[src/rtl/axis_event_fifo.sv]
// Purpose : synchronous first-word-fall-through FIFO that holds stamped GPIO events.
// Latency : a write shows on rd_data/empty after 1 clock; a read frees its slot on the same edge.
// Backpressure: a write while full is accepted only if a read happens on the same edge, otherwise it is ignored.
// Ports   : aclk/aresetn clock and async active-low reset; wr_en/wr_data/full write side;
//           rd_en/rd_data/empty read side (rd_data valid while !empty); count = occupancy.
module axis_event_fifo #(
  parameter int WIDTH = 64,
  parameter int DEPTH = 16
) (
  input  logic                     aclk,
  input  logic                     aresetn,
  input  logic                     wr_en,
  input  logic [WIDTH-1:0]         wr_data,
  output logic                     full,
  input  logic                     rd_en,
  output logic [WIDTH-1:0]         rd_data,
  output logic                     empty,
  output logic [$clog2(DEPTH):0]   count
);

  localparam int AW = $clog2(DEPTH);
  localparam logic [AW:0] FULL_CNT = (AW+1)'(DEPTH);

  logic [WIDTH-1:0] mem_q [DEPTH];
  logic [AW-1:0]    wr_ptr_q, wr_ptr_d;
  logic [AW-1:0]    rd_ptr_q, rd_ptr_d;
  logic [AW:0]      count_q, count_d;
  logic             wr_ok, rd_ok;

  assign empty = (count_q == '0);
  assign full  = (count_q == FULL_CNT);
  assign count = count_q;

  // A read on the same edge frees the head slot, so a full FIFO can still take a write.
  assign rd_ok = rd_en & ~empty;
  assign wr_ok = wr_en & (~full | rd_ok);

  // Idle output reads as zero so the stream data is clean whenever tvalid is low.
  assign rd_data = empty ? '0 : mem_q[rd_ptr_q];

  always_comb begin
    wr_ptr_d = wr_ptr_q;
    rd_ptr_d = rd_ptr_q;
    count_d  = count_q;
    // DEPTH is a power of two, so the pointers wrap on natural overflow.
    if (wr_ok) wr_ptr_d = wr_ptr_q + AW'(1);
    if (rd_ok) rd_ptr_d = rd_ptr_q + AW'(1);
    case ({wr_ok, rd_ok})
      2'b10:   count_d = count_q + (AW+1)'(1);
      2'b01:   count_d = count_q - (AW+1)'(1);
      default: count_d = count_q;
    endcase
  end

  always_ff @(posedge aclk or negedge aresetn) begin
    if (!aresetn) begin
      wr_ptr_q <= '0;
      rd_ptr_q <= '0;
      count_q  <= '0;
    end else begin
      wr_ptr_q <= wr_ptr_d;
      rd_ptr_q <= rd_ptr_d;
      count_q  <= count_d;
    end
  end

  // Storage needs no reset: entries are only visible through the reset pointers/count.
  always_ff @(posedge aclk) begin
    if (wr_ok) mem_q[wr_ptr_q] <= wr_data;
  end

endmodule

[src/rtl/axis_gpio_event_stamper.sv]
// Purpose : detects masked rising/falling edges on a GPIO word stream and emits {timestamp, word} beats.
// Latency : 2 clocks from the sampled input beat to m_axis_tvalid when the FIFO is empty.
// Backpressure: input is never stalled; events arriving at a full FIFO with no read are dropped and counted.
// Ports   : aclk/aresetn clock and async active-low reset; cfg_* enable and edge masks;
//           s_axis_* GPIO word input (no tready); m_axis_* event stream; sts_count FIFO
//           occupancy; sts_lost saturating dropped-event count.
module axis_gpio_event_stamper #(
  parameter int AXIS_TDATA_WIDTH = 32,
  parameter int CNTR_WIDTH       = 32,
  parameter int FIFO_DEPTH       = 16,
  parameter int LOST_WIDTH       = 16
) (
  input  logic                                 aclk,
  input  logic                                 aresetn,
  input  logic                                 cfg_enable,
  input  logic [AXIS_TDATA_WIDTH-1:0]          cfg_rise_mask,
  input  logic [AXIS_TDATA_WIDTH-1:0]          cfg_fall_mask,
  input  logic [AXIS_TDATA_WIDTH-1:0]          s_axis_tdata,
  input  logic                                 s_axis_tvalid,
  output logic [CNTR_WIDTH+AXIS_TDATA_WIDTH-1:0] m_axis_tdata,
  output logic                                 m_axis_tvalid,
  input  logic                                 m_axis_tready,
  output logic [$clog2(FIFO_DEPTH):0]          sts_count,
  output logic [LOST_WIDTH-1:0]                sts_lost
);

  localparam int EW = CNTR_WIDTH + AXIS_TDATA_WIDTH;

  logic [CNTR_WIDTH-1:0]       ts_q, ts_d;
  logic [AXIS_TDATA_WIDTH-1:0] prev_q, prev_d;
  logic                        primed_q, primed_d;
  logic                        ev_vld_q, ev_vld_d;
  logic [EW-1:0]               ev_dat_q, ev_dat_d;
  logic [LOST_WIDTH-1:0]       lost_q, lost_d;

  logic                        edge_hit;
  logic                        ev_fire;
  logic                        fifo_full, fifo_empty, fifo_rd, drop;

  // Any masked bit transition counts; several bits changing together still make one event.
  assign edge_hit = |((~prev_q & s_axis_tdata & cfg_rise_mask) |
                      ( prev_q & ~s_axis_tdata & cfg_fall_mask));
  assign ev_fire  = s_axis_tvalid & cfg_enable & primed_q & edge_hit;

  assign m_axis_tvalid = ~fifo_empty;
  assign fifo_rd       = m_axis_tvalid & m_axis_tready;
  // The FIFO accepts a write at full when the head is leaving on the same edge.
  assign drop          = ev_vld_q & fifo_full & ~fifo_rd;

  always_comb begin
    ts_d     = ts_q + CNTR_WIDTH'(1);
    prev_d   = prev_q;
    primed_d = primed_q;
    ev_vld_d = ev_fire;
    ev_dat_d = ev_dat_q;
    lost_d   = lost_q;

    if (s_axis_tvalid) prev_d = s_axis_tdata;

    // Disarming forgets history so re-arming never compares against a stale word.
    if (!cfg_enable)        primed_d = 1'b0;
    else if (s_axis_tvalid) primed_d = 1'b1;

    // Stamp with the counter value of the cycle in which the beat was sampled.
    if (ev_fire) ev_dat_d = {ts_q, s_axis_tdata};

    if (drop && !(&lost_q)) lost_d = lost_q + LOST_WIDTH'(1);
  end

  always_ff @(posedge aclk or negedge aresetn) begin
    if (!aresetn) begin
      ts_q     <= '0;
      prev_q   <= '0;
      primed_q <= 1'b0;
      ev_vld_q <= 1'b0;
      ev_dat_q <= '0;
      lost_q   <= '0;
    end else begin
      ts_q     <= ts_d;
      prev_q   <= prev_d;
      primed_q <= primed_d;
      ev_vld_q <= ev_vld_d;
      ev_dat_q <= ev_dat_d;
      lost_q   <= lost_d;
    end
  end

  assign sts_lost = lost_q;

  axis_event_fifo #(
    .WIDTH (EW),
    .DEPTH (FIFO_DEPTH)
  ) u_fifo (
    .aclk    (aclk),
    .aresetn (aresetn),
    .wr_en   (ev_vld_q),
    .wr_data (ev_dat_q),
    .full    (fifo_full),
    .rd_en   (fifo_rd),
    .rd_data (m_axis_tdata),
    .empty   (fifo_empty),
    .count   (sts_count)
  );

endmodule

[config.mk]
export PLATFORM = sky130hd
export DESIGN_NAME = axis_gpio_event_stamper
export DESIGN_NICKNAME = d
export VERILOG_FILES = /design/src/rtl/axis_event_fifo.sv /design/src/rtl/axis_gpio_event_stamper.sv
export SDC_FILE = /design/constraint.sdc
export NUM_CORES = 1
export LEC_CHECK = 0
export BUFFER_PORTS_ARGS = -buffer_cell sky130_fd_sc_hd__buf_2
export CORE_ASPECT_RATIO = 1.1
export CORE_MARGIN = 2
export CORE_UTILIZATION = 45
export DETAILED_ROUTE_END_ITERATION = 7
export GPL_ROUTABILITY_DRIVEN = 0
export PLACE_DENSITY = 0.62
export SYNTH_ARGS = -nofsm -noshare
export SYNTH_HDL_FRONTEND = slang
export SYNTH_SLANG_ARGS = --single-unit
[constraint.sdc]
create_clock -name aclk -period 5.52 [get_ports aclk]
set_input_delay 1.104 -clock aclk [delete_from_list [all_inputs] [get_ports aclk]]
set_output_delay 1.104 -clock aclk [all_outputs]
set_load 0.02 [all_outputs]
# ---- After elaboration in Yosys (flattened, before gate mapping)
# Memories as Yosys holds them, arrays and structs flattened.
# Cells that the tools add are included.
dict set report totals {
  reg_bits 159
  mem_bits_rw 1024
  input_bits 101
  output_inout_bits 86
  wordCells 51
  mem_count 1
}
# name depth word_bits rd rd_ports_with_merged_regs write_ports line
set memory_table {}
lappend memory_table {u_fifo.mem_q 16 64 1 0 1 axis_event_fifo.sv:24} ;# logic [WIDTH-1:0] mem_q [DEPTH];
dict set report op_classes {
  add_sub_neg 6
  eq_ne 4
  n_mux 6
  n_bitwise 19
  reduce_logical 6
}
# operator n
set ops {}
lappend ops {{32-bit bitwise AND} 4}
lappend ops {{64-bit two-way mux} 1}
lappend ops {{32-bit inverter} 2}
lappend ops {{32-bit by 1-bit adder with 32-bit output, second input constant} 1}
lappend ops {{32-bit bitwise OR} 1}
lappend ops {{32-bit OR reduction} 1}
lappend ops {{16-bit by 1-bit adder with 16-bit output, second input constant} 1}
lappend ops {{16-bit AND reduction} 1}
lappend ops {{5-bit case mux with 2 select lines} 1}
lappend ops {{4-bit by 1-bit adder with 4-bit output, second input constant} 2}
lappend ops {{1-bit bitwise AND} 8}
lappend ops {{5-bit by 1-bit adder with 5-bit output, second input constant} 1}
lappend ops {{5-bit equality test, second input constant} 1}
lappend ops {{5-bit zero test} 1}
lappend ops {{5-bit by 1-bit subtractor with 5-bit output, second input constant} 1}
lappend ops {{1-bit two-way mux} 4}
lappend ops {{1-bit inverter} 3}
lappend ops {{2-bit by 1-bit equality test with 1-bit output, second input constant} 1}
lappend ops {{2-bit equality test, second input constant} 1}
lappend ops {{2-bit by 1-bit != test with 1-bit output, second input constant} 1}
lappend ops {{2-bit nonzero test} 1}
lappend ops {{1-bit logical AND} 1}
lappend ops {{1-bit zero test} 1}
lappend ops {{1-bit bitwise OR} 1}

# ---- Longest topological paths before layout
dict set report depth {
  depth_word 8
  mapped_depth 9
  depth_no_buf 9
}

# ---- By module
# From an unflattened synthesis, not the netlist that was laid out.
dict set report hier_totals {
  hier_cells 2204
  hier_area_um2 46155.5
}
# mod instances cells_per_inst area_per_inst_um2 seq_area_each_um2
set modules_own_cells {}
lappend modules_own_cells {axis_event_fifo 1 1714 39862.0 31074.8}
lappend modules_own_cells {axis_gpio_event_stamper 1 490 6293.5 3653.5}

# ---- Worst setup path before layout
# No wires, ideal clock.
dict set report synth_timing {
  path_type {input-to-reg}
  startpoint {input port m_axis_tready}
  endpoint {memory u_fifo.mem_q[3][0], enable pin}
  setup_ns 0.564
  arrival_time_ns 6.061
  required_ns 4.956
  path_slack_ns -1.106
  stages 5
  n_path_buf 1
  cell_sequence {nor3_2 -> nor2b_1 -> clkbuf_1 -> nand2_1 -> nor3_1}
}
dict set report synth_between {
  elab_chain_len 6
}
# item line
set synth_lines {}
lappend synth_lines {{from (decl)} axis_gpio_event_stamper.sv:22} ;# input logic m_axis_tready,
lappend synth_lines {{1-bit bitwise AND} axis_gpio_event_stamper.sv:46} ;# assign fifo_rd = m_axis_tvalid & m_axis_tready;
lappend synth_lines {{1-bit bitwise AND} axis_event_fifo.sv:35} ;# assign rd_ok = rd_en & ~empty;
lappend synth_lines {{1-bit bitwise OR} axis_event_fifo.sv:36} ;# assign wr_ok = wr_en & (~full | rd_ok);
lappend synth_lines {{1-bit bitwise AND} axis_event_fifo.sv:36}
lappend synth_lines {{1-bit two-way mux} axis_event_fifo.sv:69} ;# if (wr_ok) mem_q[wr_ptr_q] <= wr_data;
lappend synth_lines {{1-bit two-way mux (not written as such)} axis_event_fifo.sv:69}
lappend synth_lines {{to (decl)} axis_event_fifo.sv:24}
# No other way between the ends.

# ---- Final worst setup path
dict set report layout_timing {
  startpoint {register u_fifo.rd_ptr_q[1]}
  endpoint {output port m_axis_tdata[58]}
}
dict set report layout_between {
  elab_chain_len 2
}
# item line
set layout_lines {}
lappend layout_lines {{from (decl)} axis_event_fifo.sv:26} ;# logic [AW-1:0] rd_ptr_q, rd_ptr_d;
lappend layout_lines {{from (signal assigned)} axis_event_fifo.sv:62} ;# rd_ptr_q <= rd_ptr_d;
lappend layout_lines {{memory read 16 x 64 bit} -}
lappend layout_lines {{64-bit two-way mux} axis_event_fifo.sv:39} ;# assign rd_data = empty ? '0 : mem_q[rd_ptr_q];
lappend layout_lines {{to (decl)} axis_gpio_event_stamper.sv:20} ;# output logic [CNTR_WIDTH+AXIS_TDATA_WIDTH-1:0] m_axis_tdata,
# No other way between the ends.

==> metrics.md <==
| Metric | Value |
|---|---|
| Status | `complete, no violations` |
| Total number of vias | `21,880` |
| First-pass GRT wire length | `157.4 mm` |
| Core ar. | `100,700 µm²` |
| Async SR Flop Fraction | `between 10% and 20%` |
| Metal2 WL | `between 50 and 60 mm` |
| Clock Skews | `0.01848 ns` |
| Final routed DRC violation total | `0` |
| CTS clk-pin slew, worst paths | `0.06 ns` |
| WL met3 | `roughly 6.3 mm` |
| 1st-pass router iterations | `5` |
| Most frequent cells in the layout | `edfxtp_1 (1,024), mux4_2 (320), buf_2 (185), dfrtp_1 (155), clkbuf_16 (115)` |
| Initial core utilization | `45.41%` |
| Post-synth cell types | `43` |
| Post-synthesis to final-layout area growth | `15.20%` |
| EDFF count, synth | `just over 1,000` |
| Worst Hold Class | `input pin to async pin` |
| Final worst-path cycle share | `86.94%` |
| Port-buffer cells | `approximately 190` |
| I/O pin count | `187` |
| Fin Hold WS | `about 0.43 ns` |
| Num rows | `122` |
| Setup TNS | `0 ns` |
| CTS tree | `yes` |
| PD cells | `476.6 nW/µm²` |
| Startpoint Class | `flip-flop` |
| Synth Net Count | `between 2,000 and 2,500` |
| Rel. slew slack | `19.62%` |
| Layout cell share with drive strength beyond 1 | `35.70%` |
| Power, Total | `around 25 mW` |
| Crit Path Category | `flip-flop to primary output` |
| Netlist Area Pre-Place | `~46,000 µm²` |
| Synth Flop Type | `edfxtp_1` |
| Number of setup violations in the final report | `0` |
| Remaining Overflow, GRT | `0` |
| Worst r2r path cells | `7` |
| Sequential-to-total area share from yosys stat | `75.90%` |
| Syn Inst Count | `2,061` |
| Final WL | `107.3 mm` |
| CTS Buf Count | `around 110` |
| Number of global-route vias before repair | `23,000` |
| Dpl hpwl | `57.04 mm` |
| CP Capture Type | `primary output` |
| Worst endpoint required time | `about 4.4 ns` |
| Peak supply drop | `0.3276 mV` |
| DR WL/cell | `28.79 µm` |
| Post-CTS setup buffer count | `0` |
| Most common cell after layout, fill and taps aside | `edfxtp_1` |
| Final antenna-violating net count | `0` |
| Fin util | `around 52%` |
| Largest net degree at the start of global routing | `92` |
| Worst Max-Slew Pin Slew | `between 1 and 1.5 ns` |
| Routed met1 length | `45.90 mm` |
| Reg2reg start | `prev_q[27]` |
| # H-tree levels | `3` |
| Leakage | `18.15 nW` |
| Vias per cell | `5.871` |
| Max cap viols | `0` |
| Worst-Skew Late Latency | `0.69 ns` |
| R2R setup slack | `2.22 ns` |
| Post-Syn Area per Cell | `between 20 and 25 µm²` |
| Fillcell total | `7,790` |
| Clock sink total | `1,183` |
| Highest metal used | `met5` |
| RSZ-0062 raised after global routing | `false` |
| Seq cells post-synth | `1,183` |
| Final net count | `2,431` |
| Synth warnings | `0` |
| DIE WIDTH | `308.0 µm` |
| Top fanout value on the critical path | `67` |
| Clock buffer depth | `3` |
| Initial antenna violation count | `1` |
| Hold violation count in the final report | `0` |
| Crit path from | `u_fifo.rd_ptr_q[1]` |
| WP data arrival | `3.70 ns` |
| R2r endpoint | `ev_dat_q[42]` |
| Post-CTS sizing | `0` |
| Die area | `104,200 µm²` |
| Cts hold-fix bufs | `0` |
| GRT Total Usage | `20.82%` |
| Root buf cell | `clkbuf_16` |
| Tmin final | `4.799 ns` |
| Die Y | `about 340 µm` |
| Slew Viols, Final | `0` |
| FMAX | `208.4 MHz` |
| DR iter-0 viols | `2,203` |
-- state kept, by name, indices dropped and copies added, names as in the netlist --
signal           cells
u_fifo.count         5
sts_lost            16
ev_dat_q            64
ts_q                32
ev_vld_q             1
prev_q              32
u_fifo.rd_ptr_q      4
u_fifo.mem_q      1024
u_fifo.wr_ptr_q      4
primed_q             1
-- through the flow --
step	instances	area [µm²]	setup slack (ns)
after floorplan	2061	45770	0.6104
after global placement	3507	48830	1.214
after detailed placement	3507	48830	1.274
after CTS	3725	52710	0.6716
after global routing	3725	52710	0.6189
final	3726	52710	0.7207
-- layout make-up --
| cell class | instances | area (µm²) | area share [%] |
|---|---|---|---|
| sequential | 1183 | 34740 | 65.92 |
| multi-input combinational | 775 | 10730 | 20.36 |
| clock buffer | 158 | 3169 | 6.013 |
| timing repair buffer | 240 | 1695 | 3.217 |
| tap | 1302 | 1629 | 3.091 |
| clock inverter | 60 | 708.2 | 1.344 |
| inverter | 7 | 26.28 | 0.04985 |
| antenna | 1 | 2.502 | 0.004748 |
-- worst max-delay path: stages, from the launching register on --
cell and delay, ns:
dfrtp_4 1.22, buf_4 0.53, mux4_2 0.39, mux4_2 0.53
and2_1 0.18, buf_2 0.15
-- worst max path at each step --
stage	slack, ns	endpoint	cells past startpoint
6_report	0.72	m_axis_tdata[58]	5
5_1_grt	0.62	m_axis_tdata[59]	5
4_1_cts	0.67	m_axis_tdata[59]	5
3_5_place_dp	1.27	ev_dat_q[36]	8
3_3_place_gp	1.21	ev_dat_q[34]	8
2_1_floorplan	0.61	u_fifo.mem_q[15][0]	5
-- cell families (layout without fill, tap and decap cells) --
logic type	after synthesis	count (layout)	synth area share (%)
other cells	0	1	0
compound gates	31	31	0.4157
xor+xnor	56	56	1.072
buf+inv	103	465	0.9763
fa+ha+maj	9	9	0.2461
simple gates	259	259	3.175
flops	1183	1183	75.90
mux	420	420	18.21
-- Yosys cell counts, drive strengths merged (20+ instances only) --
cell       n  area, µm²
and2      69      431.7
buf       47      236.5
clkbuf    49      183.9
dfrtp    159       3979
edfxtp  1024      30750
mux2     100       1126
mux4     320       7207
nand2     57      214.0
nand3b    36      270.3
nand4     20      125.1
nor2      26      100.1
xnor2     40      350.3
-- power breakdown --
group	internal [mW]	total [mW]	leakage (nW)	switching, mW
registers	10.2	11.0	11.7	0.784
clock network	4.68	7.97	1.89	3.29
logic	3.13	6.17	4.53	3.04
total	18.0	25.1	18.1	7.12
-- routing by layer --
| metal | global-route usage [%] | vias to the layer above |
|---|---|---|
| met2 | 33.95 | 697 |
| met4 | 4.644 | 2 |
| met3 | 2.942 | 126 |
| met1 | 30.09 | 11970 |
| li1 | - | 9079 |
| met5 | 0 | - |
(Power assumes the default switching activity.)
